==> src/rtl/serial_add_pkg.sv <==
// ----------------------------------------------------------------------------
// serial_add_pkg
// Shared constants for the nibble-serial adder:
//   NIBBLE_W         width of one adder slice
//   IDLE / RUN / DONE  sequencer state encoding
// ----------------------------------------------------------------------------
package serial_add_pkg;

   localparam int NIBBLE_W = 4;

   localparam logic [1:0] IDLE = 2'd0;
   localparam logic [1:0] RUN  = 2'd1;
   localparam logic [1:0] DONE = 2'd2;

endpackage

==> src/rtl/nibble_add4.sv <==
// ----------------------------------------------------------------------------
// nibble_add4
// Combinational 4-bit slice adder; the only arithmetic in the serial adder.
// Ports:
//   i_a, i_b  [3:0]  slice operands
//   i_cin            carry in
//   o_sum     [3:0]  slice sum
//   o_cout           carry out of bit 3
// ----------------------------------------------------------------------------
module nibble_add4
   import serial_add_pkg::*;
(
   input  logic [NIBBLE_W-1:0] i_a,
   input  logic [NIBBLE_W-1:0] i_b,
   input  logic                i_cin,
   output logic [NIBBLE_W-1:0] o_sum,
   output logic                o_cout
);

   // Zero-extend each operand so the carry lands in the top bit.
   assign {o_cout, o_sum} = {1'b0, i_a} + {1'b0, i_b} + {{NIBBLE_W{1'b0}}, i_cin};

endmodule

==> src/rtl/serial_add_seq.sv <==
// ----------------------------------------------------------------------------
// serial_add_seq
// Nibble-serial W-bit adder (W = 4*NIBBLES). One operand set is accepted in
// IDLE, one nibble is added per RUN cycle through a single nibble_add4, and
// the result is held in DONE until the consumer takes it.
// Optional build macro SERIAL_ADD_OVF_EN adds the signed-overflow output ovf.
// Ports:
//   clk, rst_n           clock, synchronous active-low reset
//   in_valid / in_ready  operand handshake (a, b, cin sampled on accept)
//   out_valid/out_ready  result handshake (sum, cout, [ovf])
// ----------------------------------------------------------------------------
module serial_add_seq
   import serial_add_pkg::*;
#(
   parameter int NIBBLES = 4
)(
   input  logic                        clk,
   input  logic                        rst_n,
   input  logic                        in_valid,
   output logic                        in_ready,
   input  logic [NIBBLE_W*NIBBLES-1:0] a,
   input  logic [NIBBLE_W*NIBBLES-1:0] b,
   input  logic                        cin,
   output logic                        out_valid,
   input  logic                        out_ready,
   output logic [NIBBLE_W*NIBBLES-1:0] sum,
`ifdef SERIAL_ADD_OVF_EN
   output logic                        ovf,
`endif
   output logic                        cout
);

   localparam int W  = NIBBLE_W * NIBBLES;
   localparam int IW = $clog2(NIBBLES);
   localparam logic [IW-1:0] LAST_IDX = IW'(NIBBLES - 1);

   logic [1:0]          r_state;
   logic [IW-1:0]       r_idx;
   logic                r_carry;
   logic [W-1:0]        r_a;
   logic [W-1:0]        r_b;
   logic [W-1:0]        r_sum;
   logic                r_cout;
`ifdef SERIAL_ADD_OVF_EN
   logic                r_ovf;
`endif

   logic [NIBBLE_W-1:0] w_na;
   logic [NIBBLE_W-1:0] w_nb;
   logic [NIBBLE_W-1:0] w_ns;
   logic                w_nc;
   logic                w_last;

   assign w_na   = r_a[r_idx*NIBBLE_W +: NIBBLE_W];
   assign w_nb   = r_b[r_idx*NIBBLE_W +: NIBBLE_W];
   assign w_last = (r_idx == LAST_IDX);

   nibble_add4 u_add (
      .i_a    (w_na),
      .i_b    (w_nb),
      .i_cin  (r_carry),
      .o_sum  (w_ns),
      .o_cout (w_nc)
   );

   always_ff @(posedge clk) begin
      if (!rst_n) begin
         r_state <= IDLE;
         r_idx   <= '0;
         r_carry <= 1'b0;
         r_sum   <= '0;
         r_cout  <= 1'b0;
`ifdef SERIAL_ADD_OVF_EN
         r_ovf   <= 1'b0;
`endif
      end else begin
         case (r_state)
            IDLE: begin
               if (in_valid) begin
                  // cin seeds the carry register so nibble 0 needs no special case
                  r_a     <= a;
                  r_b     <= b;
                  r_carry <= cin;
                  r_idx   <= '0;
                  r_state <= RUN;
               end
            end
            RUN: begin
               r_sum[r_idx*NIBBLE_W +: NIBBLE_W] <= w_ns;
               r_carry <= w_nc;
               r_idx   <= r_idx + 1'b1;
               if (w_last) begin
                  r_cout  <= w_nc;
                  r_idx   <= '0;
                  r_state <= DONE;
`ifdef SERIAL_ADD_OVF_EN
                  // top nibble's MSB is sum[W-1]
                  r_ovf   <= (r_a[W-1] == r_b[W-1]) && (w_ns[NIBBLE_W-1] != r_a[W-1]);
`endif
               end
            end
            DONE: begin
               if (out_ready) r_state <= IDLE;
            end
            default: r_state <= IDLE;
         endcase
      end
   end

   assign in_ready  = (r_state == IDLE);
   assign out_valid = (r_state == DONE);
   assign sum       = r_sum;
   assign cout      = r_cout;
`ifdef SERIAL_ADD_OVF_EN
   assign ovf       = r_ovf;
`endif

endmodule

==> config.mk <==
export PLATFORM = sky130hd
export DESIGN_NAME = serial_add_seq
export DESIGN_NICKNAME = d
export VERILOG_FILES = /design/src/rtl/serial_add_pkg.sv /design/src/rtl/nibble_add4.sv /design/src/rtl/serial_add_seq.sv
export SDC_FILE = /design/constraint.sdc
export NUM_CORES = 1
export LEC_CHECK = 0
export CORE_MARGIN = 2
export CORE_UTILIZATION = 45
export DETAILED_ROUTE_END_ITERATION = 8
export PLACE_DENSITY = 0.73
export SYNTH_ARGS = -nofsm -noshare
export SYNTH_HDL_FRONTEND = slang
export SYNTH_HIERARCHICAL = 1
export SYNTH_SLANG_ARGS = --single-unit
export TNS_END_PERCENT = 30
==> constraint.sdc <==
create_clock -name clk -period 3.62 [get_ports clk]
set_clock_uncertainty 0.15 [all_clocks]
set_input_delay 0.724 -clock clk [delete_from_list [all_inputs] [get_ports clk]]
set_output_delay 0.724 -clock clk [all_outputs]
set_load 0.05 [all_outputs]
==> run_results.csv <==
group,metric,value,unit
run_status,status,"complete, no violations",
placed_design,place_hpwl,2.97,mm
routing,drt-total-wl,3.97,mm
clock_network,cts.sinks,54,
sta,fin_crit,2.75,ns
worst_hold_path,hold_path_depth,2,
setup_path,cp_max_fo,8,
clock_network,cts-resized-gates,0,
logic_synthesis,synth_top_area_share,42.6,%
logic_synthesis,yosysTopAreaCell,"edfxtp_1",
final_layout,diodes,0,
sta,report.final.hold_viol_count,0,
clock_network,cts_tree,"done",
logic_synthesis,yosys_warnings,6,
sta,rsz0062_at_grt,"no",
final_layout,layout_commonest_cell,"clkdlybuf4s50_1",
sta,timing.hold.ws,0.308,ns
power,leakage,1.05,nW
sta,fin_setup_tns,0,ns
routing,via_per_inst,5.11,
grt,grtUsageTotal,15.8,%
placed_design,place_congestion,0.851,
power,peakVddDrop,0.000246,V
grt,grt_pass1_vias,1434,
clock_network,clk_latency,0.30,ns
final_layout,final_area,0.00296,sq mm
clock_network,cts.clk_slew.worst_paths,0.09,ns
placed_design,post-place-cells,282,
sta,max_slew_margin,63.9,%
routing,drt_iter0_drc,53,
grt,grt-ovfl-total,0,
routing,drc_errors,0,
clock_network,clock-root-buffer,"clkbuf_8",
placed_design,pre_cts_slack,0.818,ns
setup_path,arrival,2.78,ns
setup_path,critPathCaptureType,"flip-flop",
logic_synthesis,seq_area_frac_synth,62.2,%
floorplan,die-height,74.8,um
sta,worst_slew_pin_slew,0.541,ns
logic_synthesis,synthesis.nets,209,
floorplan,core,0.00479,sq mm
sta,setup_viol,0,
floorplan,initial_utilization,47.1,%
final_layout,mostFrequentLayoutCells,"clkdlybuf4s50_1 (55), edfxtp_1 (32), dfxtp_1 (22)",
floorplan,fp.dieW,74.8,um
clock_network,h-tree-depth,2,
logic_synthesis,ys_ff_latch,54,
final_layout,fill_cells,384,
floorplan,pin_count,56,
final_layout,drive_above_1_share,12.1,%
final_layout,area_growth,31.4,%
grt,grt_max_degree,33,
clock_network,cts_buffer_depth,2,
logic_synthesis,netlist_instances,162,
clock_network,cts_hold_buffers,0,
logic_synthesis,syn-mean-instance-area,13.9,sq um
routing,ant_nets,0,
setup_path,critPathLaunchType,"flip-flop",
final_layout,fin_cells,290,
setup_path,r2r_cells,9,
final_layout,nets,269,
logic_synthesis,synth_area_leaders,"edfxtp_1 (43%), dfxtp_1 (20%), mux4_2 (8.0%)",
setup_path,worst_ep_required_time,3.65,ns
floorplan,dieArea,0.00559,sq mm
routing,drt-wirelength-per-cell,13.7,um
setup_path,critical_path_class,"flip-flop to flip-flop",
sta,period_share,75.9,%
worst_hold_path,min_path_type,"flip-flop to flip-flop",
sta,fin_ws,0.871,ns
grt,antenna_found_initial,0,
power,power_density,399,mW/mm^2
grt,grt_pass1_wl,6.56,mm
sta,slew_violations,0,
flow_run,drv_cap,0,
floorplan,fp-row-count,25,
sta,max_freq,364,MHz
logic_synthesis,ys_types,34,
placed_design,postPlaceCellArea,0.00288,sq mm
clock_network,cts_buffers,5,
clock_network,cts_setup_buffers,0,
routing,firstDrtPassIters,4,
routing,dr_total_vias,1482,
logic_synthesis,synth_area,0.00225,sq mm
placed_design,numPortBuffers,55,
==> critical path, cell delays in order (launching register included) <==
cell      delay (ns)
dfxtp_1         0.64
mux4_2          0.60
fa_1            0.44
inv_1           0.08
fa_1            0.20
nor2b_1         0.05
o21ai_0         0.13
nand2b_1        0.10
o22ai_1         0.15
a221oi_1        0.09
==> registers in the layout, summed over array words and instances (netlist names) <==
signal and flops:
r_a 16, r_b 16, sum 16, r_idx 2
r_state 2, cout 1, r_carry 1
==> routing by layer <==
layer  vias to the layer above  wire length, um  track usage (%)  part of all wire, %
li1                        719                -                -                    -
met1                       698             1750             20.1                   44
met2                        59             1930             26.4                   49
met3                         6              224             4.28                  5.6
met4                         0               54             5.36                  1.4
met5                         -                0                0                    0
==> worst paths after layout <==
kind / from / to / slack (ns)
hold / removal: sum[2] / sum[2] / 0.31
setup / recovery: r_idx[0] / r_carry / 0.87
hold reg to reg: sum[2] / sum[2] / 0.31
setup reg to reg: r_idx[0] / r_carry / 0.87
==> cell usage after synthesis <==
cell type and instances:
a21boi_0 1, a21o_1 1, a21oi_1 3, a21oi_2 1
a221oi_1 1, a22oi_1 1, a31o_2 4, and2b_1 1
and3_1 5, and3b_1 2, and3b_2 1, buf_2 3
buf_4 1, buf_6 1, dfxtp_1 22, edfxtp_1 32
fa_1 2, ha_1 8, inv_1 11, mux4_2 8
nand2_1 20, nand2b_1 3, nand3_1 1, nand3b_1 1
nand4_1 2, nand4b_1 1, nor2_1 5, nor2b_1 1
nor3b_2 1, nor4b_4 1, o21ai_0 1, o21bai_1 1
o22ai_1 13, xnor2_1 2
==> kinds of logic (layout without fill, tap and decap cells) <==
kind of cell             after synthesis  in the layout  synth area share (%)
flip-flops                            54             54                  62.2
multiplexers                           8              8                  8.00
AO/OA/AOI/OAI                         27             27                  8.16
AND/OR/NAND/NOR                       45             45                  11.3
buffers and inverters                 16             77                  3.33
XOR/XNOR                               2              2                 0.777
adder cells (fa/ha/maj)               10             10                  6.22
==> power breakdown <==
group | total, mW | leakage (nW) | internal (mW) | switching, mW
clock | 0.316 | 0.0450 | 0.134 | 0.181
sequential | 0.689 | 0.475 | 0.676 | 0.0138
combinational | 0.177 | 0.534 | 0.0898 | 0.0872
==> through the flow <==
step,util (%),power [mW]
6_report,61.9,1.18
5_1_grt,61.9,1.24
4_1_cts,61.9,1.19
3_5_place_dp,60.2,0.882
3_3_place_gp,60.2,0.880
2_1_floorplan,-,0.811
==> area by class of cell <==
cell class / count / area, sq um / share of cell area, %
inverter: 11 / 41.3 / 1.39
clock inverter: 2 / 10.0 / 0.338
timing repair buffer: 58 / 573 / 19.3
sequential: 54 / 1400 / 47.3
multi-input combinational: 92 / 779 / 26.3
clock buffer: 6 / 72.6 / 2.45
tap: 67 / 83.8 / 2.83
(Power assumes the default switching activity.)
